**config.mk**
```make
export PLATFORM = sky130hd
export DESIGN_NAME = fetch_unit
export DESIGN_NICKNAME = d
export VERILOG_FILES = /design/src/rtl/fetch_unit.sv
export SDC_FILE = /design/constraint.sdc
export NUM_CORES = 1
export LEC_CHECK = 0
export ABC_AREA = 1
export CORE_MARGIN = 2
export CORE_UTILIZATION = 38
export DETAILED_ROUTE_END_ITERATION = 7
export GPL_ROUTABILITY_DRIVEN = 0
export GPL_TIMING_DRIVEN = 1
export PLACE_DENSITY = 0.87
export SETUP_SLACK_MARGIN = 0.15
export SLEW_MARGIN = 20
export SYNTH_ARGS = -nofsm -noshare
export SYNTH_HDL_FRONTEND = slang
export SYNTH_SLANG_ARGS = --single-unit
```
**constraint.sdc**
```tcl
create_clock -name clk -period 2.2 [get_ports clk]
set_input_delay 0.33 -clock clk [delete_from_list [all_inputs] [get_ports clk]]
set_output_delay 0.33 -clock clk [all_outputs]
set_load 0.02 [all_outputs]
```
**src/rtl/fetch_unit.sv**
```systemverilog
// fetch_unit -- instruction fetch stage with branch redirect, stall hold,
// memory-wait bubbles and halt-on-HLT.
//
// Optional feature: define FETCH_PERF_CNT_EN to build the stall_cycles
// performance counter. Without it stall_cycles is tied to zero and no
// counter register exists.
//
// Ports
//   clk              in   single clock, rising edge
//   rst              in   synchronous active-high reset
//   stall            in   hazard hold, freezes PC and IF/ID write
//   branch_taken     in   redirect from decode
//   branch_target    in   redirect address
//   imem_addr        out  instruction memory address (= PC)
//   imem_req         out  fetch request (low while halted)
//   imem_data        in   fetched instruction
//   imem_valid       in   imem_data valid this cycle
//   instruction_out  out  instruction to IF/ID (NOP on flush/wait/halt)
//   oldPC_out        out  PC of instruction_out
//   newPC_out        out  oldPC_out + 2 (wraps modulo 2^16)
//   fd_wen           out  IF/ID write enable
//   halted           out  fetch stopped on HLT
//   stall_cycles     out  non-advancing cycle count
//
// state    | meaning
// ---------+------------------------------------------------------------
// RUN      | fetching normally, PC advances on each valid word
// WAIT_MEM | previous cycle had no valid word, bubble forwarded
// HALTED   | HLT accepted, no requests until branch or reset

module fetch_unit #(
  parameter logic [15:0] RESET_PC  = 16'h0000,
  parameter logic [15:0] NOP_INSTR = 16'h0000
) (
  input  logic        clk,
  input  logic        rst,
  input  logic        stall,
  input  logic        branch_taken,
  input  logic [15:0] branch_target,
  output logic [15:0] imem_addr,
  output logic        imem_req,
  input  logic [15:0] imem_data,
  input  logic        imem_valid,
  output logic [15:0] instruction_out,
  output logic [15:0] oldPC_out,
  output logic [15:0] newPC_out,
  output logic        fd_wen,
  output logic        halted,
  output logic [15:0] stall_cycles
);

  typedef enum logic [1:0] {
    RUN      = 2'd0,
    WAIT_MEM = 2'd1,
    HALTED   = 2'd2
  } state_t;

  localparam logic [3:0] HLT_OPCODE = 4'hF;

  state_t      state_q;
  state_t      state_next;
  logic [15:0] pc_q;
  logic [15:0] pc_next;
  logic [15:0] pc_plus2;
  logic        is_hlt;

  assign pc_plus2 = pc_q + 16'd2;
  assign is_hlt   = (imem_data[15:12] == HLT_OPCODE);

  always_ff @(posedge clk) begin
    if (rst) begin
      state_q <= RUN;
      pc_q    <= RESET_PC;
    end else begin
      state_q <= state_next;
      pc_q    <= pc_next;
    end
  end

  // Priority: branch redirect beats stall, stall beats fetch progress.
  always_comb begin
    state_next = state_q;
    pc_next    = pc_q;
    if (branch_taken) begin
      state_next = RUN;
      pc_next    = branch_target;
    end else if (!stall) begin
      case (state_q)
        RUN, WAIT_MEM: begin
          if (imem_valid) begin
            if (is_hlt) begin
              state_next = HALTED;
            end else begin
              state_next = RUN;
              pc_next    = pc_plus2;
            end
          end else begin
            state_next = WAIT_MEM;
          end
        end
        HALTED: begin
          state_next = HALTED;
        end
        default: begin
          state_next = RUN;
        end
      endcase
    end
  end

  assign imem_addr = pc_q;
  assign imem_req  = (state_q != HALTED);
  assign oldPC_out = pc_q;
  assign newPC_out = pc_plus2;
  assign halted    = (state_q == HALTED);
  assign fd_wen    = (~stall) | branch_taken;

  // A stalled HLT is still forwarded; the halt only takes effect once
  // the stall releases and the word is presented again.
  assign instruction_out = (imem_valid && !branch_taken && (state_q != HALTED))
                         ? imem_data : NOP_INSTR;

`ifdef FETCH_PERF_CNT_EN
  logic [15:0] stall_cnt_q;
  logic        cnt_inc;

  assign cnt_inc = (pc_next == pc_q) && (state_q != HALTED) && !branch_taken
                 && (stall_cnt_q != 16'hFFFF);

  always_ff @(posedge clk) begin
    if (rst) begin
      stall_cnt_q <= 16'h0000;
    end else if (cnt_inc) begin
      stall_cnt_q <= stall_cnt_q + 16'd1;
    end
  end

  assign stall_cycles = stall_cnt_q;
`else
  assign stall_cycles = 16'h0000;
`endif

endmodule

```
[Word-level counts from Yosys, hierarchy flattened]
Index checks and enable logic that the tools add are counted.
Storage, ports and cells
  word-level logic and storage cells: 29
  register bits after elaboration: 18
Cells by class
  $add $sub $neg: 1
  equal/unequal tests: 6
  reductions and logical operators: 9
  mux-type cells: 9
  bitwise gates (word level): 2
Operators with widths (number)
  $mux 16: 6
  $add 16x2->16 const B: 1
  $eq 4x4->1 const B: 1
  $mux 2: 2
  $ne 2x2->1 const B: 2
  $pmux 2 s2: 1
  $reduce_and 4->1: 1
  $reduce_bool 2->1: 2
  $reduce_or 2->1: 2
  $eq 2x1->1 const B: 1
  $eq 2x2->1 const B: 1
  $logic_and 1x1->1: 2
  $logic_not 2->1: 1
  $ne 2x1->1 const B: 1
  $logic_not 1->1: 1
  $not 1->1: 1
  $or 1x1->1: 1

[Logic depth before layout (Yosys ltp)]
  depth in word-level cells: 6
  gate-level depth with buffers: 10
  mapped depth without buffers: 10

[Least setup slack after synthesis]
No wires, ideal clock.
  path type: register -> output
  start point: register state_q[1]
  end point: output instruction_out[10]
  slack: 453 ps
  data arrival time: 1417 ps
  path buffers: 1
  stages on the path, launching flop included: 7
  cell sequence: dfxtp_1 > inv_2 > nor2_1 > inv_1 > nand3_1 > buf_4 > nor2_1
On the way
  cells in the longest elaborated chain, start to end: 3
RTL lines
  start, declared: RTL line 60  | state_t state_q;
  start signal, assigned: RTL line 75  | state_q <= state_next;
  $ne 2x2->1
  named net imem_req: RTL line 41  | output logic imem_req,
  $logic_and 1x1->1: RTL line 120  | assign instruction_out = (imem_valid && !branch_taken && (state_q != HALTED))
  $mux 16: RTL line 121  | ? imem_data : NOP_INSTR;
  end, declared: RTL line 44  | output logic [15:0] instruction_out,
The timed path passes the listed nets, and every way through them passes these cells.

[Worst setup path in the final report]
  start point: register pc_q[2], in the netlist imem_addr[2]
  end point: output newPC_out[7]
On the way
  cells in the longest elaborated chain, start to end: 1
RTL lines
  start, declared: RTL line 62  | logic [15:0] pc_q;
  start signal, assigned: RTL line 76  | pc_q <= pc_next;
  $add 16x2->16: RTL line 67  | assign pc_plus2 = pc_q + 16'd2;
  end, declared: RTL line 46  | output logic [15:0] newPC_out,
Every way passes these cells.

==> metrics.csv <==
stage;metric;value;unit
floorplanning;die height;70.9;um
synth;Syn Area/Cell;6.09;sq um
cells_and_area;NumNets Final;412;
power_and_ir_drop;Pleak;1.39;nW
floorplanning;width of the die;70.9;um
critical_path;CP endpoint kind;primary output;
global_route;first-pass GRT wire length;8170;um
placement;Cells after DPL;421;
critical_path;max incr delay on CP;0.41;ns
sta;crit path time final;2.00;ns
sta;Slew Limit Fails;0;
clock_tree;CTS root buf;clkbuf_8;
cells_and_area;Non-Filler Instances;425;
critical_path;crit path cell chain;ha_4, nand3_4, nor2_4, xor2_2, inv_1, dlygate4sd2_1;
route;number of routed nets with antenna violations;0;
cells_and_area;layout cells sized above 1;11.3;%
min_path;Hold Crit Class;flip-flop to flip-flop;
status;status;finished, final reports clean;
synth;Seq cells post-synth;18;
route;routed len/inst;11.9;um
clock_tree;TritonCTS clock tree;built;
sta;Layout Skew;0.00237;ns
floorplanning;Core ar.;4320;sq um
placement;I/O Buffers;103;
global_route;total congestion overflow;0;
route;drt first-iter violations;109;
sta;endpoints failing setup;0;
synth;post-synthesis instance total;279;
cells_and_area;multi-input combinational cell area;965;sq um
synth;Distinct cells, synth;31;
clock_tree;worst skew pair latency;0.26;ns
clock_tree;Max H-tree Level;1;
clock_tree;Post-CTS Setup Bufs;0;
clock_tree;clock slew at reported path FFs;0.07;ns
critical_path;Worst Setup Start Kind;flip-flop;
critical_path;Max FO, Critical Path;5;
sta;Hold Fails Final Rpt;0;
floorplanning;Rows;24;
cells_and_area;Diodes inserted;0;
synth;YS warnings;0;
cells_and_area;# fillers;405;
global_route;overall fraction of global-route tracks in use;19.9;%
critical_path;r2r setup slk;0.86;ns
placement;DP HPWL;3940;um
route;Via-to-Cell Ratio;4.55;
global_route;vias in the first global route;1835;
route;Detailed Route WL;5060;um
clock_tree;CTS Sinks;18;
cells_and_area;Sequential Area;364;sq um
sta;Tcrit/Tclk final;90.8;%
sta;RSZ-0062 raised after global routing;no;
critical_path;Arr. time, crit path;1.67;ns
cells_and_area;leading cell type in the layout, fill and taps excluded;clkdlybuf4s50_1;
cells_and_area;P&R area growth vs syn;58.9;%
clock_tree;CTS Buffer Depth;2;
clock_tree;CTS Buf Count;3;
floorplanning;die area;5030;sq um
global_route;initial antenna violation count;0;
sta;Achievable Freq;500;MHz
cells_and_area;commonest cells after routing, fill and taps aside;clkdlybuf4s50_1 (73), nand2_1 (60), inv_1 (48);
critical_path;CP Data Required Time;1.87;ns
route;DR DRC count;0;
sta;TNS Setup;0;ns
synth;sequential area share after synthesis;21.2;%
global_route;largest net degree at the start of global routing;19;
power_and_ir_drop;total power;1.11;mW
power_and_ir_drop;Max VDD drop;0.343;mV
floorplanning;Initial Util;39.3;%
route;DRT Pass-1 Iters;4;
critical_path;WS Path Type;flip-flop to primary output;
critical_path;Worst path slowest cell;dfxtp_2;
synth;synthesized area;1700;sq um
floorplanning;IO Pins;120;
power_and_ir_drop;Cell Pwr Density;410;nW/um^2
run;max cap viols;0;
clock_tree;hold_buf cts;0;
route;routed vias;1934;
## Yosys cell counts
master	instances	area, sq um
nand2_1	60	225
inv_1	48	180
nor2_1	41	154
buf_4	36	270
nand3_1	21	105
dfxtp_1	18	360
a21oi_1	7	35.0
o21ai_0	7	35.0
nand4_1	5	31.3
and2_1	4	25.0
inv_2	4	15.0
xor2_1	3	26.3
nand2_2	2	12.5
nand2_4	2	22.5
nand3_2	2	20.0
nor2_2	2	12.5
nor2_4	2	22.5
xnor2_1	2	17.5
a21boi_0	1	7.51
a21boi_1	1	7.51
a31oi_1	1	6.26
buf_2	1	5.00
clkbuf_1	1	3.75
conb_1	1	3.75
ha_1	1	12.5
nand3_4	1	17.5
nand3b_1	1	7.51
nand4_4	1	21.3
nor2_8	1	20.0
o211a_1	1	10.0
o21a_1	1	7.51
## cell families after synthesis
group | count (synthesis) | synth area share, %
AO/OA/AOI/OAI | 19 | 6.40
adder cells (fa/ha/maj) | 1 | 0.736
buffers and inverters | 90 | 27.9
XOR/XNOR | 5 | 2.58
flip-flops | 18 | 21.2
other | 1 | 0.221
AND/OR/NAND/NOR | 145 | 41.0
## stage by stage
step | hold slack, ns | util [%] | worst slack [ns] | cell area [sq um]
after floorplan | 0.399 | - | 0.453 | 1760
after global placement | 0.466 | 61.3 | 0.0768 | 2650
after detailed placement | 0.485 | 61.3 | 0.0477 | 2650
after CTS | 0.496 | 62.1 | 0.0709 | 2680
after global routing | 0.516 | 62.5 | 0.120 | 2700
final | 0.499 | 62.5 | 0.202 | 2700
## layout make-up
class	count	share of cell area (%)
clock buffers	4	2.04
inverters	52	7.22
multi-input cells	186	35.7
flip-flops and latches	18	13.5
well taps	52	2.41
repair buffers	113	39.2
## routing by layer
layer / track usage (%) / share of wire [%] / vias up
met5: 0 / 0 / -
met2: 37.0 / 54 / 72
met4: 5.03 / 0.87 / 0
li1: - / - / 989
met1: 22.4 / 39 / 869
met3: 5.27 / 6.5 / 4
## state kept, by name (all words and copies together), names as in the netlist
signal     flops
imem_addr     16
state_q        2
## critical path: cells and delay by family, from the launching register on
| kind | cells | cell delay [ns] |
|---|---|---|
| flip-flops | 1 | 0.41 |
| buffers and inverters | 2 | 0.37 |
| AND/OR/NAND/NOR | 2 | 0.28 |
| adder cells (fa/ha/maj) | 1 | 0.17 |
| XOR/XNOR | 1 | 0.17 |
## report_power, final
group | total [mW] | switching, mW | leakage (nW) | internal (mW)
combinational | 0.455 | 0.247 | 1.21 | 0.209
clock | 0.281 | 0.122 | 0.0288 | 0.159
sequential | 0.373 | 0.0269 | 0.149 | 0.346
## final timing paths
check,start,endpoint,cells after the start
max,imem_addr[2],newPC_out[7],6
min,state_q[0],state_q[0],2
max reg2reg,imem_addr[2],imem_addr[7],7
min reg2reg,state_q[0],state_q[0],2
## timing repair
action / 4_1_cts / 5_1_grt
endpoints found under the setup margin: 30 / 11
hold endpoints to repair: 0 / 0
gates resized for setup: 34 / 16
pin swaps: 0 / 1
Power figures use the tool's default switching activity.
